<file path="src/rtl/battle_pkg.sv">
// Shared definitions for the battle launcher and the battle engine:
// keycodes, renderer screen codes and species/team types.
package battle_pkg;
  localparam int NUM_SPECIES = 8;
  localparam int TEAM_SIZE   = 3;
  localparam int STREAK_W    = 8;

  localparam logic [7:0] KEY_W     = 8'h1A;
  localparam logic [7:0] KEY_A     = 8'h04;
  localparam logic [7:0] KEY_S     = 8'h16;
  localparam logic [7:0] KEY_D     = 8'h07;
  localparam logic [7:0] KEY_ENTER = 8'h28;
  localparam logic [7:0] KEY_BKSP  = 8'h2A;

  typedef enum logic [1:0] {TITLE = 2'd0, SELECT = 2'd1, BATTLE = 2'd2, RESULT = 2'd3} screen_t;
  typedef logic [2:0] species_t;
  typedef species_t [TEAM_SIZE-1:0] team_t;
endpackage

</file>
<file path="src/rtl/battle_launcher_if.sv">
// Launcher-side bundle: keyboard input, engine handshake and renderer/status outputs.
interface battle_launcher_if;
  import battle_pkg::*;
  logic [7:0]             keycode;
  logic                   end_battle;
  logic                   result;
  logic                   is_battle;
  team_t                  team;
  logic [1:0]             screen;
  species_t               cursor;
  logic [NUM_SPECIES-1:0] picked_mask;
  logic [1:0]             slot_count;
  logic                   last_result;
  logic [STREAK_W-1:0]    win_streak;
  logic [STREAK_W-1:0]    best_streak;

  modport master (
    input  keycode, end_battle, result,
    output is_battle, team, screen, cursor, picked_mask, slot_count,
           last_result, win_streak, best_streak
  );
  modport slave (
    output keycode, end_battle, result,
    input  is_battle, team, screen, cursor, picked_mask, slot_count,
           last_result, win_streak, best_streak
  );
endinterface

</file>
<file path="src/rtl/battle_launcher_key_edge.sv">
// Turns a level keycode into one press event per new non-zero key.
module key_edge (
  input  logic       Clk,
  input  logic       Reset_n,
  input  logic [7:0] keycode,
  output logic       press,
  output logic [7:0] key
);
  logic [7:0] prev_key;

  always_ff @(posedge Clk or negedge Reset_n) begin
    if (!Reset_n) prev_key <= '0;
    else          prev_key <= keycode;
  end

  assign press = (keycode != prev_key) && (keycode != 8'h00);
  assign key   = keycode;
endmodule

</file>
<file path="src/rtl/battle_launcher.sv">
// Title / team-select / battle / result controller in front of the battle engine.
module battle_launcher
  import battle_pkg::*;
(
  input  logic         Clk,
  input  logic         Reset_n,
  battle_launcher_if.master bus
);
  typedef enum logic [2:0] {ST_TITLE, ST_SELECT, ST_CONFIRM, ST_BATTLE, ST_RESULT} state_t;

  state_t                 state, state_n;
  species_t               cursor, cursor_n;
  logic [NUM_SPECIES-1:0] mask, mask_n;
  logic [1:0]             slot, slot_n, slot_last;
  team_t                  team, team_n;
  logic                   is_battle, is_battle_n, last, last_n, drop_last;
  logic [STREAK_W-1:0]    ws, ws_n, ws_inc, best, best_n;
  logic                   press;
  logic [7:0]             key;

  key_edge u_key (.Clk(Clk), .Reset_n(Reset_n), .keycode(bus.keycode), .press(press), .key(key));

  always_ff @(posedge Clk or negedge Reset_n) begin
    if (!Reset_n) begin
      state <= ST_TITLE; cursor <= '0; mask <= '0; slot <= '0; team <= '0;
      is_battle <= 1'b0; last <= 1'b0; ws <= '0; best <= '0;
    end else begin
      state <= state_n; cursor <= cursor_n; mask <= mask_n; slot <= slot_n; team <= team_n;
      is_battle <= is_battle_n; last <= last_n; ws <= ws_n; best <= best_n;
    end
  end

  assign slot_last = slot - 2'd1;
  assign ws_inc    = (ws == {STREAK_W{1'b1}}) ? ws : ws + 1'b1;

  always_comb begin
    state_n = state; cursor_n = cursor; mask_n = mask; slot_n = slot; team_n = team;
    last_n = last; ws_n = ws; best_n = best; drop_last = 1'b0;
    case (state)
      ST_TITLE:  if (press && key == KEY_ENTER) state_n = ST_SELECT;
      ST_SELECT: if (press) begin
        // 2x4 grid: cursor[2] is the row, cursor[1:0] the column
        case (key)
          KEY_W: if (cursor[2])          cursor_n = {1'b0, cursor[1:0]};
          KEY_S: if (!cursor[2])         cursor_n = {1'b1, cursor[1:0]};
          KEY_A: if (cursor[1:0] != 2'd0) cursor_n = cursor - 3'd1;
          KEY_D: if (cursor[1:0] != 2'd3) cursor_n = cursor + 3'd1;
          KEY_ENTER: if (!mask[cursor]) begin
            team_n[slot]   = cursor;
            mask_n[cursor] = 1'b1;
            slot_n         = slot + 2'd1;
            if (slot == 2'(TEAM_SIZE - 1)) state_n = ST_CONFIRM;
          end
          KEY_BKSP: if (slot != 2'd0) drop_last = 1'b1;
                    else              state_n   = ST_TITLE;
          default: ;
        endcase
      end
      ST_CONFIRM: if (press) begin
        if (key == KEY_ENTER)     state_n = ST_BATTLE;
        else if (key == KEY_BKSP) begin
          drop_last = 1'b1;
          state_n   = ST_SELECT;
        end
      end
      // keys are ignored here, so a key in the end_battle cycle is dropped
      ST_BATTLE: if (bus.end_battle) begin
        state_n = ST_RESULT;
        last_n  = bus.result;
        ws_n    = bus.result ? ws_inc : '0;
        best_n  = (ws_n > best) ? ws_n : best;
      end
      ST_RESULT: if (press && key == KEY_ENTER) state_n = ST_TITLE;
      default:   state_n = ST_TITLE;
    endcase

    if (drop_last) begin
      slot_n                = slot_last;
      mask_n[team[slot_last]] = 1'b0;
      team_n[slot_last]     = '0;
    end
    // every arrival in (or stay in) TITLE starts from an empty team
    if (state_n == ST_TITLE) begin
      cursor_n = '0; mask_n = '0; slot_n = '0; team_n = '0;
    end
    is_battle_n = (state_n == ST_BATTLE);
  end

  always_comb begin
    case (state)
      ST_SELECT, ST_CONFIRM: bus.screen = SELECT;
      ST_BATTLE:             bus.screen = BATTLE;
      ST_RESULT:             bus.screen = RESULT;
      default:               bus.screen = TITLE;
    endcase
  end

  assign bus.is_battle   = is_battle;
  assign bus.team        = team;
  assign bus.cursor      = cursor;
  assign bus.picked_mask = mask;
  assign bus.slot_count  = slot;
  assign bus.last_result = last;
  assign bus.win_streak  = ws;
  assign bus.best_streak = best;
endmodule

</file>
<file path="src/flat_wrapper.sv">
// flat-port wrapper written by rule: the top's interface ports become plain ports
module battle_launcher_flat import battle_pkg::*;
  (Clk, Reset_n, bus_keycode, bus_end_battle, bus_result, bus_is_battle, bus_team, bus_screen, bus_cursor, bus_picked_mask, bus_slot_count, bus_last_result, bus_win_streak, bus_best_streak);
  battle_launcher_if bus_i ();
  input  logic Clk;
  input  logic Reset_n;
  input wire logic [$bits(bus_i.keycode)-1:0] bus_keycode;
  input wire logic [$bits(bus_i.end_battle)-1:0] bus_end_battle;
  input wire logic [$bits(bus_i.result)-1:0] bus_result;
  output wire logic [$bits(bus_i.is_battle)-1:0] bus_is_battle;
  output wire logic [$bits(bus_i.team)-1:0] bus_team;
  output wire logic [$bits(bus_i.screen)-1:0] bus_screen;
  output wire logic [$bits(bus_i.cursor)-1:0] bus_cursor;
  output wire logic [$bits(bus_i.picked_mask)-1:0] bus_picked_mask;
  output wire logic [$bits(bus_i.slot_count)-1:0] bus_slot_count;
  output wire logic [$bits(bus_i.last_result)-1:0] bus_last_result;
  output wire logic [$bits(bus_i.win_streak)-1:0] bus_win_streak;
  output wire logic [$bits(bus_i.best_streak)-1:0] bus_best_streak;
  assign bus_i.keycode = bus_keycode;
  assign bus_i.end_battle = bus_end_battle;
  assign bus_i.result = bus_result;
  assign bus_is_battle = bus_i.is_battle;
  assign bus_team = bus_i.team;
  assign bus_screen = bus_i.screen;
  assign bus_cursor = bus_i.cursor;
  assign bus_picked_mask = bus_i.picked_mask;
  assign bus_slot_count = bus_i.slot_count;
  assign bus_last_result = bus_i.last_result;
  assign bus_win_streak = bus_i.win_streak;
  assign bus_best_streak = bus_i.best_streak;
  battle_launcher u_core (.Clk(Clk), .Reset_n(Reset_n), .bus(bus_i));
endmodule
</file>
<file path="config.mk">
export PLATFORM = sky130hd
export DESIGN_NAME = battle_launcher_flat
export DESIGN_NICKNAME = d
export VERILOG_FILES = /design/src/rtl/battle_pkg.sv /design/src/rtl/battle_launcher_if.sv /design/src/rtl/battle_launcher_key_edge.sv /design/src/rtl/battle_launcher.sv /design/src/flat_wrapper.sv
export SDC_FILE = /design/constraint.sdc
export NUM_CORES = 1
export LEC_CHECK = 0
export BUFFER_PORTS_ARGS = -buffer_cell sky130_fd_sc_hd__buf_2
export CORE_MARGIN = 4
export CORE_UTILIZATION = 32
export DETAILED_ROUTE_END_ITERATION = 7
export SYNTH_ARGS = -nofsm -noshare
export SYNTH_HDL_FRONTEND = slang
export SYNTH_HIERARCHICAL = 1
export SYNTH_SLANG_ARGS = --single-unit
</file>
<file path="constraint.sdc">
create_clock -name Clk -period 4.1 [get_ports Clk]
set_clock_uncertainty 0.1 [all_clocks]
set_input_delay 0.41 -clock Clk [delete_from_list [all_inputs] [get_ports Clk]]
set_output_delay 0.41 -clock Clk [all_outputs]
set_load 0.02 [all_outputs]
</file>
After elaboration in Yosys (flattened, before gate mapping)
Cells that the tools add are included.
Operators by class
  bitwise gates (word level): 5
  $mul: 0
  mux-type cells: 59
  shift operators: 0
  add/subtract/negate cells: 5
  order comparisons: 9
  reduce and logical (&&, ||, !) cells: 24
  divide/modulo/power cells: 0
  equality and inequality tests: 20
Operator list (number)
  two-way mux 8 bit: 8
  two-way mux 3 bit: 18
  two-way mux 9 bit: 6
  equality test 8 x 3 -> 1 bit (second input constant): 2
  equality test 8 x 5 -> 1 bit (second input constant): 2
  equality test 8 x 6 -> 1 bit (second input constant): 2
  one-hot mux 3 bit (5 select lines): 1
  demux 3 bit (select 2 bit): 2
  two-way mux 2 bit: 6
  one-hot mux 3 bit (4 select lines): 1
  nonzero test 3 bit: 4
  bitwise AND 9 bit: 1
  bitwise mux 9 bit: 1
  equality test 3 x 2 -> 1 bit (second input constant): 3
  two-way mux 1 bit: 9
  NOT 9 bit: 1
  adder 8 x 1 -> 8 bit (second input constant): 1
  bitwise AND 8 bit: 1
  equality test 8 bit (second input constant): 1
  > comparator 8 bit: 1
  less-than comparator 3 x 4 -> 1 bit (second input constant): 2
  != test 8 bit: 1
  NOT 8 bit: 1
  bitwise OR 8 bit: 1
  31 further kinds: 46
Storage, ports and cells
  bits in registers: 51
  memories: 0
  word-level logic and storage cells: 135
  input port bits: 12
  output and inout port bits: 42
  memory bits (read-only): 0
  memory bits (writable): 0
  bits in latches: 0

Depth between registers and ports, before layout
  depth in word-level cells: 12
  mapped depth: 11
  mapped depth without buffers: 11

By module
The synthesis kept the hierarchy.
Modules (own cells, without submodules)
  battle_launcher: instances 1, seq. area each 1076.0 um2, cells each 306, area each 3004.1 um2
  key_edge: instances 1, seq. area each 200.2 um2, cells each 29, area each 362.8 um2

Least setup slack after synthesis
Ideal clock, no wire load.
  path type: reg2reg
  start point: register u_core.ws[0], in the netlist u_core/bus.win_streak[0]
  end point: register u_core.best[1], in the netlist u_core/bus.best_streak[1]
  setup time: 0.125 ns
  data arrival time: 2.702 ns
  path buffers: 0
  data required time: 3.875 ns
  setup slack: 1.173 ns
  period minus slack after synthesis: 2.927 ns
  cell stages (with the launch flop): 12
  cells stage by stage: dfrtp_1 > ha_1 > nand3_1 > nor2_1 > nand2_1 > a21boi_0 > ha_1 > and4_1 > a31oi_1 > o21ai_0 > a21oi_2 > mux2_2
On the way
  word-level cells in the longest chain between the ends: 5
  elaborated cells between the ends (all ways): 6
  classes of those cells: 1 x add/sub; 1 x order compare; 1 x eq/ne; 2 x mux; 1 x reduce/logical
Ends and longest elaborated chain
  from (decl): RTL line battle_launcher.sv:17  | logic [STREAK_W-1:0] ws, ws_n, ws_inc, best, best_n;
  from (signal assigned): RTL line battle_launcher.sv:29  | is_battle <= is_battle_n; last <= last_n; ws <= ws_n; best <= best_n;
  adder 8 x 1 -> 8 bit / equality test 8 bit (equally long branches): RTL line battle_launcher.sv:34  | assign ws_inc = (ws == {STREAK_W{1'b1}}) ? ws : ws + 1'b1;
  two-way mux 8 bit (*): RTL line battle_launcher.sv:34
  two-way mux 8 bit (*): RTL line battle_launcher.sv:70  | ws_n = bus.result ? ws_inc : '0;
  > comparator 8 bit: RTL line battle_launcher.sv:71  | best_n = (ws_n > best) ? ws_n : best;
  AND reduction 3 bit (no line)
  to (signal assigned): RTL line battle_launcher.sv:29
  to (decl): RTL line battle_launcher.sv:17
Every way passes the cells marked *; elsewhere a longest branch is shown, timed or not.
A chain may end at the register's enable or synchronous reset.

Worst setup path in the final report
  start point: register u_core.ws[1], in the netlist u_core/bus.win_streak[1]
  end point: register u_core.best[1], in the netlist u_core/bus.best_streak[1]
The elaborated chain is that of the path after synthesis.

==> flow_results.xml <==
<?xml version="1.0" encoding="UTF-8"?>
<metrics>
  <group name="status">
    <metric name="status" unit="">complete, no violations</metric>
  </group>
  <group name="logic_synthesis">
    <metric name="syn_nets" unit="">361</metric>
    <metric name="syn_area_per_cell" unit="sq um">10.05</metric>
    <metric name="yosys_register_bits" unit="">51</metric>
    <metric name="syn-cell-area" unit="sq um">3367</metric>
    <metric name="yosysSeqAreaShare" unit="%">37.90</metric>
    <metric name="async_reset_ff_share" unit="%">100.0</metric>
    <metric name="synth.distinct_cells" unit="">59</metric>
    <metric name="yosys_warnings" unit="">6</metric>
    <metric name="synth_edf_count" unit="">0</metric>
    <metric name="synth_ff_type" unit="">sky130_fd_sc_hd__dfrtp_1</metric>
    <metric name="postSynthCellCount" unit="">335</metric>
  </group>
  <group name="timing">
    <metric name="slew_viols_final" unit="">0</metric>
    <metric name="report.final.hold_viol_count" unit="">0</metric>
    <metric name="max_slew_margin" unit="%">57.24</metric>
    <metric name="rsz_0062_raised_after_global_routing" unit="">false</metric>
    <metric name="worst-slew-pin-transition" unit="ns">0.6386</metric>
    <metric name="final_setup_violation_count" unit="">0</metric>
    <metric name="peak_clock_frequency_supported_by_timing" unit="MHz">313.6</metric>
    <metric name="final_cycle_share" unit="%">77.77</metric>
    <metric name="layout_min_cycle_time" unit="ns">3.188</metric>
    <metric name="setup-tns-final" unit="ns">0</metric>
  </group>
  <group name="clocking">
    <metric name="tritoncts" unit="">built</metric>
    <metric name="cts_htree_levels" unit="">2</metric>
    <metric name="cts-root-buf" unit="">sky130_fd_sc_hd__clkbuf_8</metric>
    <metric name="clock_insertion_delay_worst_skew" unit="ns">0.30</metric>
    <metric name="tritoncts.num_buffers" unit="">5</metric>
    <metric name="clk_pin_slew" unit="ns">0.09</metric>
    <metric name="max_root_sink_buffers" unit="">2</metric>
    <metric name="tritoncts_num_sinks" unit="">51</metric>
  </group>
  <group name="grt">
    <metric name="grt_use_met1" unit="%">17.13</metric>
    <metric name="grt_start_max_net_pins" unit="">34</metric>
    <metric name="first_global_vias" unit="">2731</metric>
    <metric name="groute.layer.met3.usage" unit="%">2.575</metric>
    <metric name="globalRouteMet2Util" unit="%">23.30</metric>
    <metric name="number_of_antenna_violations_at_the_first_check_in_global_routing" unit="">0</metric>
    <metric name="grt_first_pass_wirelength" unit="um">13730</metric>
    <metric name="globalRoute.busiestLayer" unit="">met2</metric>
    <metric name="globalRouteOverflowTotal" unit="">0</metric>
    <metric name="grt_util_all_layers" unit="%">13.37</metric>
  </group>
  <group name="detailed_routing">
    <metric name="dr_total_vias" unit="">2751</metric>
    <metric name="route.detailed.wl_per_inst" unit="um">15.91</metric>
    <metric name="drt-initial-drc-count" unit="">129</metric>
    <metric name="drt-pass1-iter-count" unit="">4</metric>
    <metric name="route.detailed.drc" unit="">0</metric>
    <metric name="antenna_violating_nets_post_route" unit="">0</metric>
    <metric name="avgViaCountPerCell" unit="">5.363</metric>
    <metric name="wl" unit="um">8161</metric>
  </group>
  <group name="layout">
    <metric name="antenna_cells" unit="">0</metric>
    <metric name="area_growth_syn_to_layout" unit="%">14.12</metric>
    <metric name="fin_util" unit="%">37.39</metric>
    <metric name="final_net_count" unit="">402</metric>
    <metric name="layout-drive-gt1-share" unit="%">27.85</metric>
  </group>
  <group name="placed_design">
    <metric name="place.detailed.hpwl" unit="um">6298</metric>
    <metric name="gp_routability_congestion" unit="">0.8089</metric>
    <metric name="port_buffers" unit="">53</metric>
  </group>
  <group name="floorplanning">
    <metric name="die_outline_height" unit="um">110.6</metric>
    <metric name="floorplan.die_area" unit="sq um">12230</metric>
    <metric name="num_rows" unit="">37</metric>
    <metric name="die_w" unit="um">110.6</metric>
    <metric name="pin_count" unit="">54</metric>
    <metric name="initial_utilization" unit="%">32.76</metric>
    <metric name="core_area" unit="sq um">10280</metric>
  </group>
  <group name="power_and_ir_drop">
    <metric name="maximum_vdd_drop" unit="V">0.0001820</metric>
    <metric name="powerDensity" unit="nW/um^2">263.6</metric>
    <metric name="power_leakage" unit="uW">0.001677</metric>
  </group>
  <group name="min_path">
    <metric name="worstHoldPathType" unit="">input pin to flip-flop</metric>
  </group>
  <group name="flow_run">
    <metric name="maxCapViolCount" unit="">0</metric>
  </group>
  <group name="setup_path">
    <metric name="timing.setup.critical_path_class" unit="">flip-flop to flip-flop</metric>
    <metric name="cp.arrival" unit="ns">3.28</metric>
    <metric name="crit_required" unit="ns">4.19</metric>
    <metric name="worstPathMaxFanout" unit="">8</metric>
    <metric name="crit_path_end_kind" unit="">flip-flop</metric>
    <metric name="critical_path.startpoint_type" unit="">flip-flop</metric>
  </group>
</metrics>
-- Yosys cell counts (all sizes together), types with 4 or more instances --
| master | number | area [sq um] |
|---|---|---|
| ha | 13 | 162.7 |
| o22a | 4 | 35.03 |
| nor3 | 5 | 46.30 |
| xnor2 | 7 | 61.31 |
| dfrtp | 51 | 1276 |
| or4 | 10 | 75.07 |
| a22oi | 6 | 45.04 |
| nor2b | 7 | 43.79 |
| mux2i | 4 | 40.04 |
| o22ai | 9 | 56.30 |
| buf | 17 | 125.1 |
| and2 | 5 | 31.28 |
| o211ai | 10 | 75.07 |
| nor4 | 13 | 87.58 |
| clkbuf | 6 | 22.52 |
| and3 | 4 | 25.02 |
| nand3 | 11 | 55.05 |
| o21ai | 10 | 50.05 |
| xor2 | 9 | 78.83 |
| nor2 | 10 | 37.54 |
| inv | 16 | 60.06 |
| nand2b | 4 | 25.02 |
| a21oi | 26 | 167.7 |
| mux2 | 18 | 206.4 |
| a21o | 4 | 30.03 |
| nand2 | 17 | 63.81 |
-- state kept, by name, indices dropped and copies added, names as in the netlist, 2 cells and up --
| register | flops |
|---|---|
| u_core/bus.team | 9 |
| u_core/state | 3 |
| u_core/bus.best_streak | 8 |
| u_core/bus.cursor | 3 |
| u_core/bus.slot_count | 2 |
| u_core/u_key/prev_key | 8 |
| u_core/bus.picked_mask | 8 |
| u_core/bus.win_streak | 8 |
-- per-layer routing --
metal / vias to the layer above / part of all wire, %
li1: 1336 / -
met1: 1350 / 46
met2: 55 / 50
met4: 0 / 0.98
met3: 10 / 3.8
met5: - / 0
-- logic make-up after synthesis --
group           count (synthesis)  synth area share [%]
fa+ha+maj                      14                 5.426
buf+inv                        39                 6.169
mux                            24                 8.881
simple gates                  103                 18.88
flops                          51                 37.90
compound gates                 88                 18.58
xor+xnor                       16                 4.162
-- layout by cell type, fill, tap and decap left out, types with 3 or more instances in the layout --
master	count
sky130_fd_sc_hd__buf_4	3
sky130_fd_sc_hd__a21oi_1	16
sky130_fd_sc_hd__buf_2	53
sky130_fd_sc_hd__o211ai_1	10
sky130_fd_sc_hd__nor4_1	12
sky130_fd_sc_hd__o21ai_0	10
sky130_fd_sc_hd__a22o_1	3
sky130_fd_sc_hd__dfrtp_1	51
sky130_fd_sc_hd__nand3b_1	3
sky130_fd_sc_hd__a21oi_2	10
sky130_fd_sc_hd__a31oi_1	3
sky130_fd_sc_hd__nand2b_1	4
sky130_fd_sc_hd__nor2_1	10
sky130_fd_sc_hd__and2_1	5
sky130_fd_sc_hd__nand2_1	17
sky130_fd_sc_hd__nand3_1	11
sky130_fd_sc_hd__o22ai_1	9
sky130_fd_sc_hd__and3_1	4
sky130_fd_sc_hd__xnor2_1	7
sky130_fd_sc_hd__ha_1	13
sky130_fd_sc_hd__nor2b_1	7
sky130_fd_sc_hd__a21o_1	4
sky130_fd_sc_hd__mux2i_1	4
sky130_fd_sc_hd__o22a_1	4
sky130_fd_sc_hd__inv_1	16
sky130_fd_sc_hd__mux2_2	17
sky130_fd_sc_hd__or4_1	10
sky130_fd_sc_hd__nand4_1	3
sky130_fd_sc_hd__a22oi_1	6
sky130_fd_sc_hd__xor2_1	9
sky130_fd_sc_hd__clkbuf_8	5
-- path summary, 6_finish.rpt --
path                                                from                   endpoint  slack (ns)  cells after the start
worst max-delay path            u_core/bus.win_streak[1]  u_core/bus.best_streak[1]        0.91                     11
worst min-delay path                      bus_keycode[5]   u_core/u_key/prev_key[5]        0.19                      1
worst max register to register  u_core/bus.win_streak[1]  u_core/bus.best_streak[1]        0.91                     11
worst min register to register    u_core/bus.last_result     u_core/bus.last_result        0.41                      1
max in group asynchronous                        Reset_n       u_core/bus.cursor[1]        2.63                      3
min in group asynchronous                        Reset_n  u_core/bus.best_streak[3]        0.48                      2
-- report_power, final --
part           switching (uW)  total [uW]  internal (uW)
Clock                     166         409            243
Sequential               6.03         514            508
Combinational            61.1        89.6           28.5
-- cell type report --
class,count,area [sq um]
multi-input combinational,245,1902
tap,136,170.2
sequential,51,1276
timing repair buffer,57,297.8
clock inverter,3,67.56
inverter,16,60.06
clock buffer,5,68.82
fill,1052,6435
-- worst max-delay path, cell delays in order (launching register included) --
cell,delay [ns]
sky130_fd_sc_hd__dfrtp_1,0.43
sky130_fd_sc_hd__ha_1,0.25
sky130_fd_sc_hd__nand3_1,0.16
sky130_fd_sc_hd__nor2_1,0.24
sky130_fd_sc_hd__nand2_1,0.08
sky130_fd_sc_hd__a21boi_0,0.29
sky130_fd_sc_hd__ha_1,0.30
sky130_fd_sc_hd__and4_1,0.17
sky130_fd_sc_hd__a31oi_1,0.15
sky130_fd_sc_hd__o21ai_0,0.13
sky130_fd_sc_hd__a21oi_2,0.39
sky130_fd_sc_hd__mux2_2,0.39
-- through the flow --
step	power, uW	std cells	instance area [sq um]	hold slack, ns	setup slack (ns)
floorplan	583.0	335	3367	0.01441	1.173
global placement	611.9	504	3696	0.2737	0.9751
detailed placement	613.6	504	3696	0.2771	0.8683
CTS	1032	513	3842	0.1797	0.9368
global route	1061	513	3842	0.1806	0.6962
finish	1013	513	3842	0.1939	0.9115
-- what timing repair did --
| action | CTS | global route |
|---|---|---|
| endpoints found under the hold margin | 18 | 0 |
| buffers inserted | 0 | 0 |
| gates resized for setup | 0 | 0 |
| hold buffers | 1 | 0 |
| endpoints found under the setup margin | 0 | 0 |
Power figures use the tool's default switching activity.
